`config.mk`:
```
export PLATFORM = sky130hd
export DESIGN_NAME = video_pattern_gen_flat
export DESIGN_NICKNAME = d
export VERILOG_FILES = /design/src/rtl/video_pattern_if.sv /design/src/rtl/video_pattern_gen.sv /design/src/flat_wrapper.sv
export SDC_FILE = /design/constraint.sdc
export NUM_CORES = 1
export LEC_CHECK = 0
export BUFFER_PORTS_ARGS = -buffer_cell sky130_fd_sc_hd__clkbuf_2
export CAP_MARGIN = 20
export CELL_PAD_IN_SITES_DETAIL_PLACEMENT = 1
export CELL_PAD_IN_SITES_GLOBAL_PLACEMENT = 1
export CORE_MARGIN = 5
export CORE_UTILIZATION = 44
export CTS_CLUSTER_DIAMETER = 120
export DETAILED_ROUTE_END_ITERATION = 16
export PLACE_DENSITY_LB_ADDON = 0.15
export SLEW_MARGIN = 20
export SYNTH_ARGS = -nofsm -noshare
export SYNTH_HDL_FRONTEND = slang
export SYNTH_SLANG_ARGS = --single-unit
```
`constraint.sdc`:
```
create_clock -name clk -period 3.48 [get_ports clk]
set_input_delay 0.696 -clock clk [delete_from_list [all_inputs] [get_ports clk]]
set_output_delay 0.696 -clock clk [all_outputs]
set_load 0.02 [all_outputs]
```
`src/rtl/video_pattern_if.sv`:
```
// Video output bundle of the pattern generator: raster timing, pixel data and start-of-frame.
interface video_pattern_if #(
  parameter int DATA_WIDTH = 8
);
  logic                  vs;
  logic                  hs;
  logic                  de;
  logic                  sof;
  logic [DATA_WIDTH-1:0] r;
  logic [DATA_WIDTH-1:0] g;
  logic [DATA_WIDTH-1:0] b;

  modport master (output vs, hs, de, sof, r, g, b);
  modport slave  (input  vs, hs, de, sof, r, g, b);
endinterface

```
`src/rtl/video_pattern_gen.sv`:
```
// Raster timing and RGB test-pattern source (solid, colour bars, ramp, 16x16 checker).
// Define PATTERN_GEN_SCROLL_EN to add a frame counter that scrolls the checker and offsets the ramp.
module video_pattern_gen #(
  parameter int DATA_WIDTH = 8,
  parameter int CNT_WIDTH  = 12,
  parameter int H_ACTIVE   = 640,
  parameter int H_FP       = 16,
  parameter int H_SYNC     = 96,
  parameter int H_BP       = 48,
  parameter int V_ACTIVE   = 480,
  parameter int V_FP       = 10,
  parameter int V_SYNC     = 2,
  parameter int V_BP       = 33
) (
  input  logic                  clk,
  input  logic                  rst,
  input  logic                  i_en,
  input  logic [1:0]            i_pattern_sel,
  input  logic [DATA_WIDTH-1:0] i_solid_r,
  input  logic [DATA_WIDTH-1:0] i_solid_g,
  input  logic [DATA_WIDTH-1:0] i_solid_b,
  video_pattern_if.master       o_vid
);

  localparam int H_TOTAL = H_ACTIVE + H_FP + H_SYNC + H_BP;
  localparam int V_TOTAL = V_ACTIVE + V_FP + V_SYNC + V_BP;

  localparam logic [CNT_WIDTH-1:0] H_LAST   = CNT_WIDTH'(H_TOTAL - 1);
  localparam logic [CNT_WIDTH-1:0] V_LAST   = CNT_WIDTH'(V_TOTAL - 1);
  localparam logic [CNT_WIDTH-1:0] H_ACT    = CNT_WIDTH'(H_ACTIVE);
  localparam logic [CNT_WIDTH-1:0] V_ACT    = CNT_WIDTH'(V_ACTIVE);
  localparam logic [CNT_WIDTH-1:0] HS_BEG   = CNT_WIDTH'(H_ACTIVE + H_FP);
  localparam logic [CNT_WIDTH-1:0] HS_END   = CNT_WIDTH'(H_ACTIVE + H_FP + H_SYNC);
  localparam logic [CNT_WIDTH-1:0] VS_BEG   = CNT_WIDTH'(V_ACTIVE + V_FP);
  localparam logic [CNT_WIDTH-1:0] VS_END   = CNT_WIDTH'(V_ACTIVE + V_FP + V_SYNC);
  localparam logic [CNT_WIDTH-1:0] BAR_LAST = CNT_WIDTH'(H_ACTIVE / 8 - 1);
  localparam logic [DATA_WIDTH-1:0] FULL    = '1;

  // Bar order white, yellow, cyan, green, magenta, red, blue, black.
  function automatic logic [3*DATA_WIDTH-1:0] bar_rgb(input logic [2:0] idx);
    return {{DATA_WIDTH{~idx[1]}}, {DATA_WIDTH{~idx[2]}}, {DATA_WIDTH{~idx[0]}}};
  endfunction

  logic [CNT_WIDTH-1:0]    r_h_cnt, r_v_cnt, r_bar_cnt;
  logic [2:0]              r_bar_idx;
  logic [1:0]              r_sel;
  logic [DATA_WIDTH-1:0]   r_solid_r, r_solid_g, r_solid_b;
  logic                    r_vs_p1, r_hs_p1, r_de_p1, r_sof_p1;
  logic [DATA_WIDTH-1:0]   r_r_p1, r_g_p1, r_b_p1;
`ifdef PATTERN_GEN_SCROLL_EN
  logic [7:0]              r_frame;
  logic [4:0]              w_chk_x;
`endif

  logic                    w_origin, w_h_last, w_v_last, w_de, w_hs, w_vs, w_chk_hi;
  logic [1:0]              w_sel;
  logic [DATA_WIDTH-1:0]   w_solid_r, w_solid_g, w_solid_b, w_ramp;
  logic [CNT_WIDTH-1:0]    w_bar_cnt, w_bar_cnt_nxt;
  logic [2:0]              w_bar_idx, w_bar_idx_nxt;
  logic [3*DATA_WIDTH-1:0] w_px;

  always_comb begin
    w_origin = (r_h_cnt == '0) && (r_v_cnt == '0);
    w_h_last = (r_h_cnt == H_LAST);
    w_v_last = (r_v_cnt == V_LAST);
    w_de     = (r_h_cnt < H_ACT) && (r_v_cnt < V_ACT);
    w_hs     = (r_h_cnt >= HS_BEG) && (r_h_cnt < HS_END);
    w_vs     = (r_v_cnt >= VS_BEG) && (r_v_cnt < VS_END);
    // The origin pixel already shows the freshly sampled selection.
    w_sel     = w_origin ? i_pattern_sel : r_sel;
    w_solid_r = w_origin ? i_solid_r : r_solid_r;
    w_solid_g = w_origin ? i_solid_g : r_solid_g;
    w_solid_b = w_origin ? i_solid_b : r_solid_b;
    w_bar_cnt = (r_h_cnt == '0) ? '0 : r_bar_cnt;
    w_bar_idx = (r_h_cnt == '0) ? '0 : r_bar_idx;
    if (w_bar_cnt == BAR_LAST) begin
      w_bar_cnt_nxt = '0;
      w_bar_idx_nxt = w_bar_idx + 3'd1;
    end else begin
      w_bar_cnt_nxt = w_bar_cnt + CNT_WIDTH'(1);
      w_bar_idx_nxt = w_bar_idx;
    end
`ifdef PATTERN_GEN_SCROLL_EN
    w_ramp   = r_h_cnt[DATA_WIDTH-1:0] + DATA_WIDTH'(r_frame);
    w_chk_x  = r_h_cnt[4:0] + r_frame[4:0];
    w_chk_hi = (w_chk_x >= 5'd16);
`else
    w_ramp   = r_h_cnt[DATA_WIDTH-1:0];
    w_chk_hi = r_h_cnt[4];
`endif
    w_px = '0;
    if (w_de) begin
      case (w_sel)
        2'd0:    w_px = {w_solid_r, w_solid_g, w_solid_b};
        2'd1:    w_px = bar_rgb(w_bar_idx);
        2'd2:    w_px = {3{w_ramp}};
        default: w_px = (w_chk_hi ^ r_v_cnt[4]) ? '0 : {3{FULL}};
      endcase
    end
  end

  // Output stage p1: registered decode of the current counter position.
  always_ff @(posedge clk) begin
    if (rst) begin
      r_h_cnt   <= '0;
      r_v_cnt   <= '0;
      r_bar_cnt <= '0;
      r_bar_idx <= '0;
      r_sel     <= '0;
      r_solid_r <= '0;
      r_solid_g <= '0;
      r_solid_b <= '0;
      r_vs_p1   <= 1'b0;
      r_hs_p1   <= 1'b0;
      r_de_p1   <= 1'b0;
      r_sof_p1  <= 1'b0;
      r_r_p1    <= '0;
      r_g_p1    <= '0;
      r_b_p1    <= '0;
`ifdef PATTERN_GEN_SCROLL_EN
      r_frame   <= '0;
`endif
    end else if (!i_en) begin
      r_h_cnt  <= '0;
      r_v_cnt  <= '0;
      r_vs_p1  <= 1'b0;
      r_hs_p1  <= 1'b0;
      r_de_p1  <= 1'b0;
      r_sof_p1 <= 1'b0;
      r_r_p1   <= '0;
      r_g_p1   <= '0;
      r_b_p1   <= '0;
    end else begin
      r_h_cnt   <= w_h_last ? '0 : r_h_cnt + CNT_WIDTH'(1);
      if (w_h_last) r_v_cnt <= w_v_last ? '0 : r_v_cnt + CNT_WIDTH'(1);
`ifdef PATTERN_GEN_SCROLL_EN
      if (w_h_last && w_v_last) r_frame <= r_frame + 8'd1;
`endif
      r_bar_cnt <= w_bar_cnt_nxt;
      r_bar_idx <= w_bar_idx_nxt;
      r_sel     <= w_sel;
      r_solid_r <= w_solid_r;
      r_solid_g <= w_solid_g;
      r_solid_b <= w_solid_b;
      r_vs_p1   <= w_vs;
      r_hs_p1   <= w_hs;
      r_de_p1   <= w_de;
      r_sof_p1  <= w_de && w_origin;
      r_r_p1    <= w_px[3*DATA_WIDTH-1:2*DATA_WIDTH];
      r_g_p1    <= w_px[2*DATA_WIDTH-1:DATA_WIDTH];
      r_b_p1    <= w_px[DATA_WIDTH-1:0];
    end
  end

  assign o_vid.vs  = r_vs_p1;
  assign o_vid.hs  = r_hs_p1;
  assign o_vid.de  = r_de_p1;
  assign o_vid.sof = r_sof_p1;
  assign o_vid.r   = r_r_p1;
  assign o_vid.g   = r_g_p1;
  assign o_vid.b   = r_b_p1;

endmodule

```
`src/flat_wrapper.sv`:
```
// flat-port wrapper written by rule: the top's interface ports become plain ports
module video_pattern_gen_flat 
#(
  parameter int DATA_WIDTH = 8,
  parameter int CNT_WIDTH  = 12,
  parameter int H_ACTIVE   = 640,
  parameter int H_FP       = 16,
  parameter int H_SYNC     = 96,
  parameter int H_BP       = 48,
  parameter int V_ACTIVE   = 480,
  parameter int V_FP       = 10,
  parameter int V_SYNC     = 2,
  parameter int V_BP       = 33
)
  (clk, rst, i_en, i_pattern_sel, i_solid_r, i_solid_g, i_solid_b, o_vid_vs, o_vid_hs, o_vid_de, o_vid_sof, o_vid_r, o_vid_g, o_vid_b);
  video_pattern_if #(.DATA_WIDTH(DATA_WIDTH)) o_vid_i ();
  input  logic clk;
  input  logic rst;
  input  logic i_en;
  input  logic [1:0] i_pattern_sel;
  input  logic [DATA_WIDTH-1:0] i_solid_r;
  input  logic [DATA_WIDTH-1:0] i_solid_g;
  input  logic [DATA_WIDTH-1:0] i_solid_b;
  output wire logic [$bits(o_vid_i.vs)-1:0] o_vid_vs;
  output wire logic [$bits(o_vid_i.hs)-1:0] o_vid_hs;
  output wire logic [$bits(o_vid_i.de)-1:0] o_vid_de;
  output wire logic [$bits(o_vid_i.sof)-1:0] o_vid_sof;
  output wire logic [$bits(o_vid_i.r)-1:0] o_vid_r;
  output wire logic [$bits(o_vid_i.g)-1:0] o_vid_g;
  output wire logic [$bits(o_vid_i.b)-1:0] o_vid_b;
  assign o_vid_vs = o_vid_i.vs;
  assign o_vid_hs = o_vid_i.hs;
  assign o_vid_de = o_vid_i.de;
  assign o_vid_sof = o_vid_i.sof;
  assign o_vid_r = o_vid_i.r;
  assign o_vid_g = o_vid_i.g;
  assign o_vid_b = o_vid_i.b;
  video_pattern_gen #(.DATA_WIDTH(DATA_WIDTH), .CNT_WIDTH(CNT_WIDTH), .H_ACTIVE(H_ACTIVE), .H_FP(H_FP), .H_SYNC(H_SYNC), .H_BP(H_BP), .V_ACTIVE(V_ACTIVE), .V_FP(V_FP), .V_SYNC(V_SYNC), .V_BP(V_BP)) u_core (.clk(clk), .rst(rst), .i_en(i_en), .i_pattern_sel(i_pattern_sel), .i_solid_r(i_solid_r), .i_solid_g(i_solid_g), .i_solid_b(i_solid_b), .o_vid(o_vid_i));
endmodule
```
======== After elaboration in Yosys (flattened, before gate mapping) ========
Cells that the tools add are included.
cells by class
  $add $sub $neg .......................... 4
  multipliers ............................. 0
  div/mod/pow operators ................... 0
  $lt $le $gt $ge ......................... 6
  eq/ne operators ......................... 5
  shift-type cells ........................ 0
  muxes and demuxes ....................... 11
  bitwise operators ....................... 6
  reduce and logical (&&, ||, !) cells .... 11
operators with widths
  kind                   count
  $pmux 24 s3            1
  $add 12x1->12 const B  3
  $mux 12                3
  $eq 12x10->1 const B   2
  $logic_not 12->1       2
  $lt 12x10->1 const B   2
  $lt 12x9->1 const B    2
  $mux 24                1
  $mux 8                 3
  $eq 12x7->1 const B    1
  $ge 12x10->1 const B   1
  $ge 12x9->1 const B    1
  $mux 3                 2
  $reduce_or 3->1        2
  $logic_and 1x1->1      5
  $not 1->1              5
  $add 3x1->3 const B    1
  $eq 2x1->1 const B     1
  $eq 2x2->1 const B     1
  $logic_not 2->1        1
  $mux 2                 1
  $reduce_or 2->1        1
  $xor 1x1->1            1
word-level totals
  flip-flop bits (word level) ............. 93
  latch bits .............................. 0
  memory bits (writable) .................. 0
  bits in read-only memories .............. 0
  input bits .............................. 29
  output and inout bits ................... 28
  word-level logic and storage cells ...... 58
  memories kept ........................... 0

======== Longest topological paths before layout ========
  depth after elaboration ................. 5
  gate-level depth with buffers ........... 13
  depth with buffers taken out ............ 10

======== Worst setup path before layout ========
OpenSTA, ideal clock, no wires.
  kind .................................... register -> register
  from .................................... register u_core.r_h_cnt[0]
  to ...................................... register u_core.r_bar_cnt[10]
  data arrival time ....................... 3.142 ns
  setup slack ............................. 0.264 ns
  stages on the path, launching flop included .. 14
  path buffers ............................ 3
  path through ............................ dfxtp_1 -> inv_1 -> ha_1 -> or3b_2 -> or3_1 -> buf_2 -> clkbuf_1 -> and2_1 -> ha_1 -> and3_1 -> nand3_1 -> clkbuf_1 -> o2111ai_1 -> a31oi_1
on the way
  cells in the longest elaborated chain, start to end .. 4
  elaborated cells between the ends (all ways) .. 5
  those cells by class .................... 1 x add/sub; 1 x eq/ne; 2 x mux; 1 x reduce/logical
RTL lines
  item                                          RTL line                                          source
  start: declaration                            video_pattern_gen.sv:44                           logic [CNT_WIDTH-1:0] r_h_cnt, r_v_cnt, r_bar_cnt;
  start signal: assignment                      video_pattern_gen.sv:134                          r_h_cnt <= w_h_last ? '0 : r_h_cnt + CNT_WIDTH'(1);
  $logic_not 12->1 (*)                          video_pattern_gen.sv:74                           w_bar_cnt = (r_h_cnt == '0) ? '0 : r_bar_cnt;
  $mux 12 (*)                                   video_pattern_gen.sv:74
  $add 12x1->12 or $eq 12x7->1 (tied branches)  video_pattern_gen.sv:80, video_pattern_gen.sv:76
  $mux 12 (*)                                   video_pattern_gen.sv:76                           if (w_bar_cnt == BAR_LAST) begin
  end signal: assignment                        video_pattern_gen.sv:139                          r_bar_cnt <= w_bar_cnt_nxt;
  end: declaration                              video_pattern_gen.sv:44
Every way passes the cells marked *; elsewhere a longest branch is shown, timed or not.
A chain may end at the register's enable or synchronous reset.

======== Worst setup path in the final report ========
  from .................................... register u_core.r_h_cnt[1]
  to ...................................... register u_core.r_bar_cnt[10]
The elaborated chain is that of the path after synthesis.

==> run summary <==
# resized after CTS: 0
Tot Pwr: 2.44 mW
Pint: 1.78 mW
Final setup skew: 0.00960 ns
Most Frequent Cell on Critical Path: ha_1
Die Y: 116 um
Worst EP arrival: 3.52 ns
Post-synth EDFFs: 0
Fill cells: 1333
Final setup violating endpoints: 0
Transition time of the tightest slew-check pin: 0.851 ns
Max Cap Viol: 0
Worst-Skew Late Latency: 0.35 ns
Worst Setup Start Kind: register
Part of the power in the clock network: 40.6%
Total grt overflow: 0
Peak supply drop: 307 uV
Final instance area: 5630 um^2
Hpwl dp: 10600 um
Cells after Synth: 600
Yosys warnings: 0
Critical path endpoint category: register
Reg clk slew, reported paths: 0.06 ns
Core Box Area: 10900 um^2
Mean Syn Cell Area: 8.24 um^2
TritonCTS Buffers: 9
Drt pass-1 iters: 7
Synth area leader: dfxtp_1
Ranking of synthesized cells by area: dfxtp_1, o21ai_0, a211oi_1
Final nets: 666
Die Wd: 116 um
Leakage power: 2.13 nW
# H-tree levels: 3
Seq/Total Area, Yosys: 37.7%
Critical Path, Cell by Cell: inv_1, ha_1, or3b_2, or3_2, and2_1, ha_1, and3_1, nand3_1, buf_4, o2111ai_1, a31oi_1
Non-Filler Instances: 776
Synth Net Count: 635
Fin. max-slew vios: 0
Crit Path Max Fanout: 12
Unrepaired setup endpoints after global routing: no
Worst endpoint required time: 3.75 ns
Area delta synth->final: 13.8%
Routability congestion estimate: 0.798
Register share of total power: 46.1%
Die Area: 13500 um^2
Synthesized cell area: 4940 um^2
CP max-delay cell: or3b_2
CTS sink count: 93
Total number of vias: 4974
Switching pwr: 0.666 mW
Logic pwr share: 13.3%
I/O Pins: 57
Post-layout util: 51.5%
Remaining DRCs: 0
Initial Util: 45.2%
Reg area: 1860 um^2
Root buf cell: clkbuf_16
DP Area: 5330 um^2
Setup Total Neg Slack: 0 ns
Total track usage: 24.6%
Post-CTS Setup Inserts: 0
Antenna cells: 0
Drt via density: 6.41
Port bufs: 56
WL final: 16000 um
Ys async rst share: 0%
Area occupied by multi-input gates: 2740 um^2
First-pass GRT wire length: 26400 um
Final period util: 93.3%
Max clock buf depth: 2
Largest net degree at the start of global routing: 63
Post-synthesis register bit count: 93
Share of cells above drive strength 1: 15.6%
TritonCTS clock tree: yes
Drt initial violations: 443
Rows: 38
Sw frac: 27.2%
Commonest register cell after synthesis: dfxtp_1
Slew headroom: 43.2%
Synth top area share: 37.7%
Critical path class: reg2reg
Final hold violations: 0
Post-layout min period: 3.25 ns
Vias in the first global route: 5125
Cts hold-fix bufs: 0
Yosys cell types: 54
Max Freq: 308 MHz
Initial antenna violation count: 0
Max incr delay on CP: 0.52 ns
Detail Route Antenna Nets: 0
Worst Hold Class: reg2reg
Pwr/cell area: 434 nW/um^2
Outcome: completed
Routed len/inst: 20.6 um
Dpl cells: 760
[sequential cells by signal (all words and copies together) (netlist names)]
| name | flops |
|---|---|
| u_core.r_solid_g | 8 |
| u_core.o_vid.g | 8 |
| u_core.r_v_cnt | 12 |
| u_core.r_bar_cnt | 12 |
| u_core.r_solid_r | 8 |
| u_core.o_vid.sof | 1 |
| u_core.o_vid.vs | 1 |
| u_core.o_vid.r | 8 |
| u_core.o_vid.hs | 1 |
| u_core.r_solid_b | 8 |
| u_core.o_vid.b | 8 |
| u_core.r_sel | 2 |
| u_core.o_vid.de | 1 |
| u_core.r_bar_idx | 3 |
| u_core.r_h_cnt | 12 |
[metrics by stage]
stage | setup WS [ns] | hold slack [ns]
2_1_floorplan | 0.264 | 0.444
3_3_place_gp | 0.447 | 0.450
3_5_place_dp | 0.288 | 0.463
4_1_cts | 0.233 | 0.475
5_1_grt | 0.0185 | 0.493
6_report | 0.232 | 0.477
[cells in the final DEF, fill, tap and decap left out, drive strengths merged, types with 10 or more instances in the layout]
| cell type | Yosys | layout |
|---|---|---|
| inv | 30 | 30 |
| nand2 | 24 | 24 |
| nor2b | 28 | 28 |
| xnor2 | 10 | 10 |
| clkbuf | 44 | 70 |
| nand4 | 27 | 27 |
| dfxtp | 93 | 93 |
| a211oi | 33 | 33 |
| nor2 | 32 | 32 |
| nand3 | 16 | 16 |
| buf | 11 | 19 |
| a21oi | 27 | 27 |
| o41ai | 16 | 16 |
| or3 | 11 | 11 |
| o21ai | 55 | 55 |
| o31ai | 14 | 14 |
| o311ai | 16 | 16 |
[cell type report]
type,instances,share of cell area [%]
clock buffer,14,5.05
clock inverter,2,0.267
inverter,30,2.00
multi-input combinational,422,48.8
sequential,93,33.1
tap,140,3.11
timing repair buffer,75,7.74
[power groups by stage]
stage | combinational, mW | clock [mW] | sequential [mW]
after CTS | 0.324 | 1.01 | 1.13
after floorplan | 0.186 | 0 | 1.17
after global routing | 0.353 | 1.06 | 1.13
after detailed placement | 0.321 | 0 | 1.15
final | 0.324 | 0.992 | 1.13
after global placement | 0.314 | 0 | 1.15
[Yosys cell counts, types with 7 or more instances]
| library cell | instances |
|---|---|
| dfxtp_1 | 93 |
| o21ai_0 | 55 |
| clkbuf_1 | 44 |
| a211oi_1 | 33 |
| nor2_1 | 31 |
| inv_1 | 30 |
| nor2b_1 | 28 |
| a21oi_1 | 27 |
| nand4_1 | 27 |
| nand2_1 | 23 |
| nand3_1 | 16 |
| o41ai_1 | 16 |
| o311ai_1 | 14 |
| o31ai_1 | 14 |
| or3_1 | 10 |
| xnor2_1 | 10 |
| a21o_1 | 9 |
| a221oi_1 | 9 |
| nor4_1 | 9 |
| a31oi_1 | 8 |
| nor3_1 | 7 |
[critical path: cells and delay by family, from the launching register on]
kind,cells,cell delay (ns)
flops,1,0.36
fa+ha+maj,2,0.39
simple gates,5,1.75
buf+inv,2,0.32
compound gates,2,0.35
[worst paths after layout]
path,start,endpoint,slack [ns],depth (start not counted)
min reg2reg,u_core.r_solid_b[2]$_SDFFE_PP0P_,u_core.r_solid_b[2]$_SDFFE_PP0P_,0.48,2
min,u_core.r_solid_b[2]$_SDFFE_PP0P_,u_core.r_solid_b[2]$_SDFFE_PP0P_,0.48,2
max reg2reg,u_core.r_h_cnt[1]$_SDFF_PP0_,u_core.r_bar_cnt[10]$_SDFFE_PP0P_,0.23,11
max,u_core.r_h_cnt[1]$_SDFF_PP0_,u_core.r_bar_cnt[10]$_SDFFE_PP0P_,0.23,11
[per-layer routing]
| layer | part of all wire (%) | vias to the layer above | wire, um | track usage [%] |
|---|---|---|---|---|
| li1 | - | 2325 | - | - |
| met1 | 45 | 2468 | 7150 | 31.8 |
| met2 | 49 | 151 | 7750 | 41.6 |
| met3 | 4.5 | 30 | 723 | 3.24 |
| met4 | 2.1 | 0 | 333 | 9.36 |
| met5 | 0 | - | 0 | 0 |
[cell families after synthesis]
kind of cell,count (synthesis),synth area share (%)
compound gates,205,28.2
fa+ha+maj,6,1.52
xor+xnor,16,2.83
mux,3,0.607
flops,93,37.7
simple gates,192,22.2
buf+inv,85,6.96
Power figures use the tool's default switching activity.
